[src/rtl/alu_op_sequencer.sv]
// Control sequencer for the 8-bit ALU/accumulator datapath: decodes an 8085 ALU-class
// opcode and walks IDLE -> [OPND] -> LOAD -> EXEC -> WB, driving datapath and flag strobes.
module alu_op_sequencer #(
  parameter int unsigned OPND_TIMEOUT = 255
) (
  input  logic       clk,
  input  logic       rst,
  input  logic       start,
  input  logic [7:0] opcode,
  input  logic       operand_valid,
  input  logic       cy_in,
  input  logic       a_lsb,
  input  logic       a_msb,
  output logic       busy,
  output logic       done,
  output logic       illegal,
  output logic       abort,
  output logic       operand_req,
  output logic       write_dbus_to_alu_tmp,
  output logic       a_to_act,
  output logic       dbus_to_act,
  output logic       sel_0_fe,
  output logic       fe_0_to_act,
  output logic       alu_to_a,
  output logic       sel_alu_a,
  output logic       alu_a_to_dbus,
  output logic [4:0] alu_sel,
  output logic       shift_right_in,
  output logic       alu_cin_n,
  output logic       flag_we,
  output logic [4:0] flag_mask,
  output logic [2:0] state_dbg
);

  localparam logic [2:0] S_IDLE = 3'd0;
  localparam logic [2:0] S_OPND = 3'd1;
  localparam logic [2:0] S_LOAD = 3'd2;
  localparam logic [2:0] S_EXEC = 3'd3;
  localparam logic [2:0] S_WB   = 3'd4;

  logic [2:0]  state;
  logic [7:0]  op_q;
  logic [15:0] wait_cnt;
  logic        illegal_q, abort_q;
  logic [4:0]  sel_q;
  logic        cin_n_q, sri_q;

  logic [4:0]  dec_sel, dec_mask;
  logic        dec_cin_n, dec_sri, use_fe, fe_val, wb_acc, wb_reg;
  logic [2:0]  ooo;

  function automatic logic is_legal(input logic [7:0] op);
    is_legal = (op[7:6] == 2'b10) ||
               (op[7:6] == 2'b11 && op[2:0] == 3'b110) ||
               (op[7:6] == 2'b00 && op[2:1] == 2'b10) ||
               op == 8'h07 || op == 8'h17 || op == 8'h0F ||
               op == 8'h1F || op == 8'h2F;
  endfunction

  // Right rotates take A straight into ACT; every other legal opcode fetches a dbus operand.
  function automatic logic needs_operand(input logic [7:0] op);
    needs_operand = is_legal(op) && !(op == 8'h0F || op == 8'h1F);
  endfunction

  assign ooo = op_q[5:3];

  always_comb begin
    dec_sel   = 5'b00000;
    dec_cin_n = 1'b1;
    dec_sri   = 1'b0;
    dec_mask  = 5'b00000;
    use_fe    = 1'b0;
    fe_val    = 1'b0;
    wb_acc    = 1'b0;
    wb_reg    = 1'b0;
    if (op_q[7]) begin
      dec_mask = 5'b11111;
      wb_acc   = (ooo != 3'b111);
      case (ooo)
        3'b000:  dec_sel = 5'b10000;
        3'b001:  begin dec_sel = 5'b10000; dec_cin_n = ~cy_in; end
        3'b010:  begin dec_sel = 5'b10100; dec_cin_n = 1'b0; end
        3'b011:  begin dec_sel = 5'b10100; dec_cin_n = cy_in; end
        3'b100:  dec_sel = 5'b11010;
        3'b101:  dec_sel = 5'b10010;
        3'b110:  dec_sel = 5'b00010;
        default: begin dec_sel = 5'b10100; dec_cin_n = 1'b0; end
      endcase
    end else if (op_q[7:6] == 2'b00 && op_q[2:1] == 2'b10) begin
      // INR adds 00h+operand+1, DCR adds FEh+operand+1.
      dec_sel   = 5'b10000;
      dec_cin_n = 1'b0;
      dec_mask  = 5'b11110;
      use_fe    = 1'b1;
      fe_val    = op_q[0];
      wb_acc    = (ooo == 3'b111);
      wb_reg    = (ooo != 3'b111);
    end else begin
      case (op_q)
        8'h07:   begin dec_sel = 5'b10000; dec_cin_n = ~a_msb; dec_mask = 5'b00001; wb_acc = 1'b1; end
        8'h17:   begin dec_sel = 5'b10000; dec_cin_n = ~cy_in; dec_mask = 5'b00001; wb_acc = 1'b1; end
        8'h0F:   begin dec_sel = 5'b00011; dec_sri = a_lsb; dec_mask = 5'b00001; wb_acc = 1'b1; end
        8'h1F:   begin dec_sel = 5'b00011; dec_sri = cy_in; dec_mask = 5'b00001; wb_acc = 1'b1; end
        8'h2F:   begin dec_sel = 5'b10010; wb_acc = 1'b1; end
        default: dec_sel = 5'b00000;
      endcase
    end
  end

  always_ff @(posedge clk) begin
    if (rst) begin
      state     <= S_IDLE;
      op_q      <= 8'h00;
      wait_cnt  <= 16'd0;
      illegal_q <= 1'b0;
      abort_q   <= 1'b0;
      sel_q     <= 5'b00000;
      cin_n_q   <= 1'b1;
      sri_q     <= 1'b0;
    end else begin
      illegal_q <= 1'b0;
      abort_q   <= 1'b0;
      case (state)
        S_IDLE: begin
          if (start) begin
            if (is_legal(opcode)) begin
              op_q     <= opcode;
              wait_cnt <= 16'd0;
              state    <= needs_operand(opcode) ? S_OPND : S_LOAD;
            end else begin
              illegal_q <= 1'b1;
            end
          end
        end
        S_OPND: begin
          if (operand_valid) begin
            state <= S_LOAD;
          end else if (OPND_TIMEOUT != 0 && (wait_cnt + 16'd1) == OPND_TIMEOUT[15:0]) begin
            abort_q <= 1'b1;
            state   <= S_IDLE;
          end else begin
            wait_cnt <= wait_cnt + 16'd1;
          end
        end
        S_LOAD: state <= S_EXEC;
        S_EXEC: begin
          // Freeze the function select so it stays stable through writeback.
          sel_q   <= dec_sel;
          cin_n_q <= dec_cin_n;
          sri_q   <= dec_sri;
          state   <= S_WB;
        end
        default: state <= S_IDLE;
      endcase
    end
  end

  always_comb begin
    busy                  = (state != S_IDLE);
    done                  = (state == S_WB);
    illegal               = illegal_q;
    abort                 = abort_q;
    operand_req           = (state == S_OPND);
    write_dbus_to_alu_tmp = (state == S_OPND) && operand_valid;
    a_to_act              = (state == S_LOAD) && !use_fe;
    dbus_to_act           = 1'b0;
    sel_0_fe              = (state == S_LOAD) && use_fe;
    fe_0_to_act           = (state == S_LOAD) && use_fe && fe_val;
    alu_to_a              = (state == S_WB) && wb_acc;
    sel_alu_a             = (state == S_WB) && wb_reg;
    alu_a_to_dbus         = (state == S_WB) && wb_reg;
    flag_we               = (state == S_WB) && (dec_mask != 5'b00000);
    flag_mask             = (state == S_WB) ? dec_mask : 5'b00000;
    alu_sel               = 5'b00000;
    alu_cin_n             = 1'b1;
    shift_right_in        = 1'b0;
    if (state == S_EXEC) begin
      alu_sel        = dec_sel;
      alu_cin_n      = dec_cin_n;
      shift_right_in = dec_sri;
    end else if (state == S_WB) begin
      alu_sel        = sel_q;
      alu_cin_n      = cin_n_q;
      shift_right_in = sri_q;
    end
    state_dbg = state;
  end

endmodule
[config.mk]
export PLATFORM = sky130hd
export DESIGN_NAME = alu_op_sequencer
export DESIGN_NICKNAME = d
export VERILOG_FILES = /design/src/rtl/alu_op_sequencer.sv
export SDC_FILE = /design/constraint.sdc
export NUM_CORES = 1
export LEC_CHECK = 0
export CAP_MARGIN = 40
export CORE_UTILIZATION = 50
export CTS_CLUSTER_SIZE = 20
export DETAILED_ROUTE_END_ITERATION = 12
export PLACE_DENSITY = 0.77
export SYNTH_ARGS = -nofsm -noshare
export SYNTH_HDL_FRONTEND = slang
export SYNTH_SLANG_ARGS = --single-unit
[constraint.sdc]
create_clock -name clk -period 2.9 [get_ports clk]
set_input_delay 0.29 -clock clk [delete_from_list [all_inputs] [get_ports clk]]
set_output_delay 0.29 -clock clk [all_outputs]
set_load 0.05 [all_outputs]
* Word level (Yosys, flattened, before mapping)
Cells that the tools add are included.
Storage, ports and cells: bits in registers 36, input port bits 15, output and inout bits 29, word-level logic and storage cells 128
Operators by class: $add $sub $neg 1, eq/ne operators 32, multiplexer cells 43, bitwise logic cells 5, reductions and logical operators 39
Operator list (number):
- $mux 16 | 4
- $mux 5 | 7
- $eq 8x5->1 const B | 4
- $pmux 16 s2 | 1
- $mux 1 | 20
- $pmux 5 s4 | 1
- $eq 3x3->1 const B | 6
- $add 16x1->16 const B | 1
- $eq 16x8->1 const B | 1
- $eq 8x3->1 const B | 2
- $eq 8x4->1 const B | 2
- $eq 8x6->1 const B | 2
- $pmux 5 s3 | 1
- $mux 3 | 4
- $pmux 3 s4 | 1
- $logic_and 1x1->1 | 11
- $eq 3x2->1 const B | 3
- $eq 2x2->1 const B | 4
- $logic_or 1x1->1 | 8
- $ne 2x2->1 const B | 4
- $reduce_or 4->1 | 2
- $eq 3x1->1 const B | 2
- $logic_not 3->1 | 2
- $reduce_and 3->1 | 2
- 15 further kinds | 25

* Longest topological paths before layout
Gate-level depths: netlist (run 1).
depth in word-level cells 14, mapped depth 9, depth with buffers taken out 8

* Least setup slack after synthesis (run 1)
No wires, ideal clock.
kind reg-to-output, start point reg state[2] (netlist: state_dbg[2]), end point out sel_alu_a, arrival time 2.516 ns, data required time 2.610 ns, path slack 0.094 ns, stages on the path, launching flop included 4, path through dfxtp_1 -> nand2_1 -> nor3_1 -> buf_4
Between the ends: longest elaborated chain between the ends 2
Ends and longest elaborated chain:
- start, declared | RTL line 41 | logic [2:0] state;
- start signal, assigned | RTL line 129 | state <= needs_operand(opcode) ? S_OPND : S_LOAD;
- $eq 3x3->1
- $logic_and 1x1->1
- end, declared | RTL line 25 | output logic sel_alu_a,
No other way between the ends.

* Worst setup path after layout (run 1)
start point reg state[1] (netlist: state_dbg[1]), end point out shift_right_in
Between the ends: longest elaborated chain between the ends 3, elaborated cells between the ends (all ways) 4
Ends and longest elaborated chain:
- $eq 3x3->1 | RTL line 181 | end else if (state == S_WB) begin
- $mux 1 | RTL line 181
- $mux 1 (*) | RTL line 177 | if (state == S_EXEC) begin
- end, declared | RTL line 28 | output logic shift_right_in,
Every way passes the cells marked *; elsewhere a longest branch is shown, timed or not.

==> results of run 1 <==
==> layer usage <==
metal,routed length (um),global-route usage (%),up-vias
li1,-,-,1155
met1,2840,34.8,1090
met2,2610,37.4,71
met3,288,5.38,2
met4,25,7.26,0
met5,0,0,-
==> cell families (layout without fill, tap and decap cells) <==
logic type	Yosys count	after routing	synth area share, %
AOI/OAI and AO/OA	75	75	22.5
xor gates and xnor gates	5	5	1.92
adders and majority gates	2	2	1.10
buffers and inverters	33	65	6.41
DFF	36	36	31.6
muxes	11	11	4.88
other	1	1	0.164
and+or+nand+nor	140	140	31.4
==> worst register-to-register path: cells and delay by family (launching register included) <==
| kind | cells | cell delay (ps) |
|---|---|---|
| AOI/OAI and AO/OA | 2 | 380 |
| xor gates and xnor gates | 1 | 180 |
| buffers and inverters | 1 | 180 |
| DFF | 1 | 390 |
| and+or+nand+nor | 3 | 1150 |
==> flip-flops by register name, summed over array words and instances (netlist names) <==
register,flops
cin_n_q,1
abort,1
sri_q,1
sel_q,5
wait_cnt,16
illegal,1
op_q,8
state_dbg,3
==> per-stage QoR <==
step,cells,setup WS (ps)
after global placement,379,397
after CTS,387,24.8
after detailed placement,379,354
after global routing,387,-14.1
after floorplan,303,93.7
final,387,169
==> synthesized netlist by cell type, types with 4 or more instances <==
cell type / instances / area (um2)
nor2_1: 43 / 161
dfxtp_1: 36 / 721
nand2_1: 28 / 105
a21oi_1: 19 / 95.1
clkbuf_1: 15 / 56.3
nand3_1: 15 / 75.1
mux2i_1: 10 / 100
o21ai_0: 10 / 50.1
nor3_1: 9 / 45.0
o211ai_1: 9 / 67.6
inv_1: 8 / 30.0
and2_1: 7 / 43.8
a21o_1: 6 / 45.0
o41ai_1: 6 / 52.6
and3_1: 5 / 31.3
buf_4: 5 / 37.5
a31oi_1: 4 / 25.0
nand2b_1: 4 / 25.0
or3_1: 4 / 25.0
==> worst min path at each step <==
| stage | endpoint | slack [ps] | depth (start not counted) |
|---|---|---|---|
| 3_3_place_gp | sel_q[2]$_SDFFE_PP0P_ | 450 | 2 |
| 6_report | sel_q[0]$_SDFFE_PP0P_ | 460 | 2 |
| 5_1_grt | sel_q[2]$_SDFFE_PP0P_ | 510 | 2 |
| 2_1_floorplan | illegal$_SDFF_PP0_ | 430 | 2 |
| 3_5_place_dp | sel_q[0]$_SDFFE_PP0P_ | 460 | 2 |
| 4_1_cts | sel_q[0]$_SDFFE_PP0P_ | 470 | 2 |
==> power by group through the flow <==
stage          clock (mW)  combinational (mW)  sequential (mW)
3_3_place_gp            0               0.193            0.534
3_5_place_dp            0               0.193            0.536
2_1_floorplan           0               0.125            0.537
5_1_grt             0.400               0.212            0.527
6_report            0.369               0.196            0.525
4_1_cts             0.379               0.195            0.524
==> cells in the final DEF (no fill, tap or decap), types with 4 or more instances in the layout <==
cell,Yosys,final
o211ai_1,9,9
a21oi_1,19,19
and2_1,7,7
nor2_1,43,43
and3_1,5,5
inv_1,8,8
a21o_1,6,6
buf_4,5,7
nand3_1,15,15
clkbuf_8,0,6
nand2b_1,4,4
o41ai_1,6,6
or3_1,4,4
a31oi_1,4,4
nand2_1,28,28
nor3_1,9,9
dfxtp_1,36,36
mux2i_1,10,10
o21ai_0,10,10
clkdlybuf4s50_1,0,39
==> cell type report <==
type,count,area [um2]
Sequential cell,36,721
Tap cell,52,65.1
Fill cell,404,1580
Timing Repair Buffer,48,468
Clock buffer,6,82.6
Multi-Input combinational cell,234,1420
Clock inverter,2,10.0
Inverter,9,33.8
==> impl_metrics.toml, run 1 <==
[yosys]
mappedNetlistNets = 320
post_synth.cell_area_avg_um2 = 7.53
synthArstFlopShare_pct = 0
yosys.cell_types.count = 56
ys_ff_latch = 36
synth_warnings = 0
synth_sequential_area_ratio_pct = 31.6
postSynthCellCount = 303
syn-cell-area_um2 = 2280
synth_enable_flop_cells = 0
synth-main-ff-cell = "dfxtp_1"

[die]
floorplan.initialDensity_pct = 52.1
die_x_um = 69.6
core-area_um2 = 4380
fp.dieArea_um2 = 4840
io_pins = 44
die_height_um = 69.6
number_of_cell_rows = 24

[route]
vias = 2318
drt-initial-drc-count = 160
drt_wl_total_um = 5770
average_vias_per_placed_instance = 5.99
detailedRoute.firstPassIterationCount = 5
routedWlPerCell_um = 14.9
final_antenna_net_count = 0
drcViolationCount = 0

[run_status]
run_status = "completed"

[setup_path]
crit_path_start_kind = "flip-flop"
crit_path_cell_trace = "inv_1 > nor3b_2 > nand4b_1 > a21oi_1 > a21o_1 > clkdlybuf4s50_1"
worst-setup-path-type = "reg -> out"
cp.arrival_ps = 2440
crit_required_ps = 2610
end_of_the_worst_register_to_register_path = "wait_cnt[6]$_SDFFE_PP0P_"
count_of_buffer_and_inverter_cells_on_the_critical_path = 2
regToRegStartpoint = "wait_cnt[1]$_SDFFE_PP0P_"
cpLargestDelayFamily = "buffers and inverters"
worstPathMaxFanout = 6
rr_worst_depth = 7
timing.critical_path.depth = 6
cell_with_the_largest_stage_delay_on_the_worst_path = "clkdlybuf4s50_1"
worstSetupStartpoint = "state_dbg[1]$_SDFFE_PP0P_"
crit_path_max_incr_delay_ps = 790
setup.reg_to_reg.worst_slack_ps = 510
end_kind = "output pin"
cp-endpoint = "shift_right_in"

[global_routing]
initial_antenna_violation_count = 0
grt_pass1_wl_um = 9720
grt_overflow_total = 0
grt_start_max_net_pins = 16
vias_in_the_first_global_route = 2061
global_route.usage.total_pct = 24.6

[power_and_ir_drop]
power.internal_mw = 0.770
logic_pwr_share_pct = 18.0
p_seq_share_pct = 48.2
power.net_switching_mw = 0.320
finalPower_mw = 1.09
power_leakage_nw = 1.09
power_density_nw_per_um2 = 389
vdd_drop_max_v = 0.000296
share_of_power_burned_in_the_clock_network_pct = 33.8
sw_frac_of_total_pct = 29.3

[clock_tree]
tritoncts = "yes"
clock_tree.root_cell = "clkbuf_8"
worst_path_clk_slew_ps = 70
cts.path.max_buffers = 2
post_cts.resized_instances = 0
cts-buffers-inserted = 5
cts-htree-levels = 2
post-cts-setup-buffers = 0
clock_sinks = 36
cts-hold-fix-buffers = 0
clock_insertion_delay_worst_skew_ps = 280

[sta]
hold_slack_ps = 461
totalNegativeSetupSlack_ps = 0
worst_clock_skew_ps = 8.24
timing_hold_violations_final = 0
finalSetupViolations = 0
max_freq_mhz = 366
final_period_minus_worst_setup_slack_ps = 2730
worst_slew_margin_rel_pct = 59.6
maxSlewViolCount = 0
final_min_period_over_clock_period_pct = 94.2
timing_worst_slew_pin_value_ps = 590

[placed_design]
post_dp_cell_area_um2 = 2700
gp_weighted_congestion = 0.838
numPortBuffers = 42
post-dp-hpwl_um = 4110

[worst_hold_path]
min-delay-path-class = "reg -> reg"
timing.hold.worst.start = "sel_q[0]$_SDFFE_PP0P_"

[finish]
antennaDiodeCount = 0
postLayoutCellArea_um2 = 2800
post_route_cells_drive_above_1_share_pct = 6.87
syn2layout_area_growth_pct = 22.7
finalCoreUtilization_pct = 63.9
fin_nets = 351

[run]
max-cap-violations = 0
Power figures use the tool's default switching activity.
==> inputs of run 2 (changes only) <==
--- a/config.mk
+++ b/config.mk
@@ -9,6 +9,7 @@
 export CORE_UTILIZATION = 50
 export CTS_CLUSTER_SIZE = 20
 export DETAILED_ROUTE_END_ITERATION = 12
+export MAX_ROUTING_LAYER = met4
 export PLACE_DENSITY = 0.77
 export SYNTH_ARGS = -nofsm -noshare
 export SYNTH_HDL_FRONTEND = slang
==> constraint.sdc (replaced) <==
create_clock -name clk -period 2.9 [get_ports clk]
set_input_delay 0.435 -clock clk [delete_from_list [all_inputs] [get_ports clk]]
set_output_delay 0.435 -clock clk [all_outputs]
set_load 0.05 [all_outputs]
==> run 2 against run 1 <==
Against the previous run:
- fmax increased by 0.11%
- critical path depth decreased by 2
- sequential cell count unchanged
- clock power about the same
- combinational power about the same
- sequential share of layout area decreased by 0.080 points
==> impl_metrics.toml, run 2 (same netlist as run 1, synthesis figures left out) <==
[finish]
max_flop_register = "wait_cnt"
regArea_um2 = 721
mostFrequentLayoutCells = "nor2_1 (42), dfxtp_1 (36), clkdlybuf4s50_1 (33)"
post_route_cells_drive_above_1_share_pct = 8.36
largestRegisters = "wait_cnt (16), op_q (8), sel_q (5)"
layout.cells.most_common = "nor2_1"
multiInputGateArea_um2 = 1420
nFillCells = 397
fin_nets = 351
antennaDiodeCount = 0
number_of_flip_flops_under_the_largest_register_name = 16
syn2layout_area_growth_pct = 23.1

[power_and_ir_drop]
vdd_drop_max_v = 0.000311
power_density_nw_per_um2 = 388
finalPower_mw = 1.09
power_leakage_nw = 1.16

[placed_design]
numPortBuffers = 42
gp_weighted_congestion = 0.879
post-dp-hpwl_um = 4060

[global_routing]
global_route.usage.total_pct = 24.8
grt_pass1_wl_um = 9460
grt.met1_usage_pct = 35.3
met2_usage_pct = 35.2
vias_in_the_first_global_route = 2006
initial_antenna_violation_count = 0
grt_start_max_net_pins = 16
grt_overflow_total = 0
groute.layer.met3.usage_pct = 5.09
busiest_layer = "met1"

[setup_path]
cp.arrival_ps = 2290
end_kind = "output pin"
crit_path_start_kind = "flip-flop"
worstPathMaxFanout = 12
worst-setup-path-type = "reg -> out"
crit_required_ps = 2470

[die]
io_pins = 44
number_of_cell_rows = 24
die_x_um = 69.6
floorplan.initialDensity_pct = 52.1
fp.dieArea_um2 = 4840
die_height_um = 69.6
core-area_um2 = 4380

[clock_tree]
clock_insertion_delay_worst_skew_ps = 290
cts-buffers-inserted = 5
cts.path.max_buffers = 2
post-cts-setup-buffers = 0
tritoncts = "yes"
cts-htree-levels = 2
post_cts.resized_instances = 0
cts-hold-fix-buffers = 0
clock_tree.root_cell = "clkbuf_8"
worst_path_clk_slew_ps = 80
clock_sinks = 36

[sta]
unrepaired_setup_endpoints_after_global_routing = "no"
final_period_minus_worst_setup_slack_ps = 2730
final_min_period_over_clock_period_pct = 94.1
timing_hold_violations_final = 0
timing_worst_slew_pin_value_ps = 797
max_freq_mhz = 367
maxSlewViolCount = 0
totalNegativeSetupSlack_ps = 0
finalSetupViolations = 0
worst_slew_margin_rel_pct = 45.5
worst_clock_skew_ps = 7.73

[worst_hold_path]
min-delay-path-class = "reg -> reg"

[route]
detailedRoute.firstPassIterationCount = 5
vias = 2316
final_antenna_net_count = 0
drt-initial-drc-count = 233
routedWlPerCell_um = 14.2
drt_wl_total_um = 5500
drcViolationCount = 0
average_vias_per_placed_instance = 5.98

[run]
max-cap-violations = 0

[run_status]
run_status = "completed"
## run 2: changes by cell type in the layout (fill, tap and decap cells not counted), sizes merged
| cell | change |
|---|---|
| buf | +4 |
| clkdlybuf4s50 | -6 |
| dlymetal6s2s | +2 |
## run 2: area by class of cell
| class | count | share of cell area [%] |
|---|---|---|
| clock inverter | 2 | 0.356 |
| sequential | 36 | 25.7 |
| tap | 52 | 2.32 |
| multi-input combinational | 234 | 50.6 |
| inverter | 9 | 1.20 |
| clock buffer | 6 | 2.94 |
| timing repair buffer | 48 | 16.9 |
## run 2: path summary, 6_finish.rpt
| check | start | endpoint | slack (ps) | cells past startpoint |
|---|---|---|---|---|
| hold / removal | sel_q[0]$_SDFFE_PP0P_ | sel_q[0]$_SDFFE_PP0P_ | 460 | 2 |
| setup / recovery | op_q[7]$_SDFFE_PP0P_ | flag_mask[1] | 170 | 4 |
| hold reg to reg | sel_q[0]$_SDFFE_PP0P_ | sel_q[0]$_SDFFE_PP0P_ | 460 | 2 |
| setup reg to reg | wait_cnt[0]$_SDFFE_PP0P_ | wait_cnt[0]$_SDFFE_PP0P_ | 440 | 6 |
## run 2: worst max-delay path, stage by stage (launching register included)
cell and delay, ps:
dfxtp_1 430, nor3_1 340, nor2_1 140, nor2_1 230, clkdlybuf4s50_1 860
## run 2: stage by stage
stage / hold slack [ps] / instance area (um2) / setup WS, ps / util, % / cells
floorplan: 437 / 2290 / -51.3 / - / 303
global placement: 442 / 2710 / 374 / 61.7 / 379
detailed placement: 451 / 2710 / 347 / 61.7 / 379
CTS: 461 / 2800 / 27.1 / 63.8 / 387
global route: 505 / 2810 / 12.6 / 64.1 / 387
finish: 456 / 2810 / 172 / 64.1 / 387
## run 2: report_power, final
part           total [mW]  switching [mW]  internal [mW]
Combinational       0.194           0.120         0.0747
Clock               0.372           0.183          0.190
Sequential          0.524          0.0187          0.505
Total                1.09           0.321          0.770
## run 2: per-layer routing
layer | wire length (um) | vias to the layer above
met3 | 314 | 8
li1 | - | 1154
met2 | 2450 | 79
met5 | 0 | -
met4 | 65 | 0
met1 | 2670 | 1075
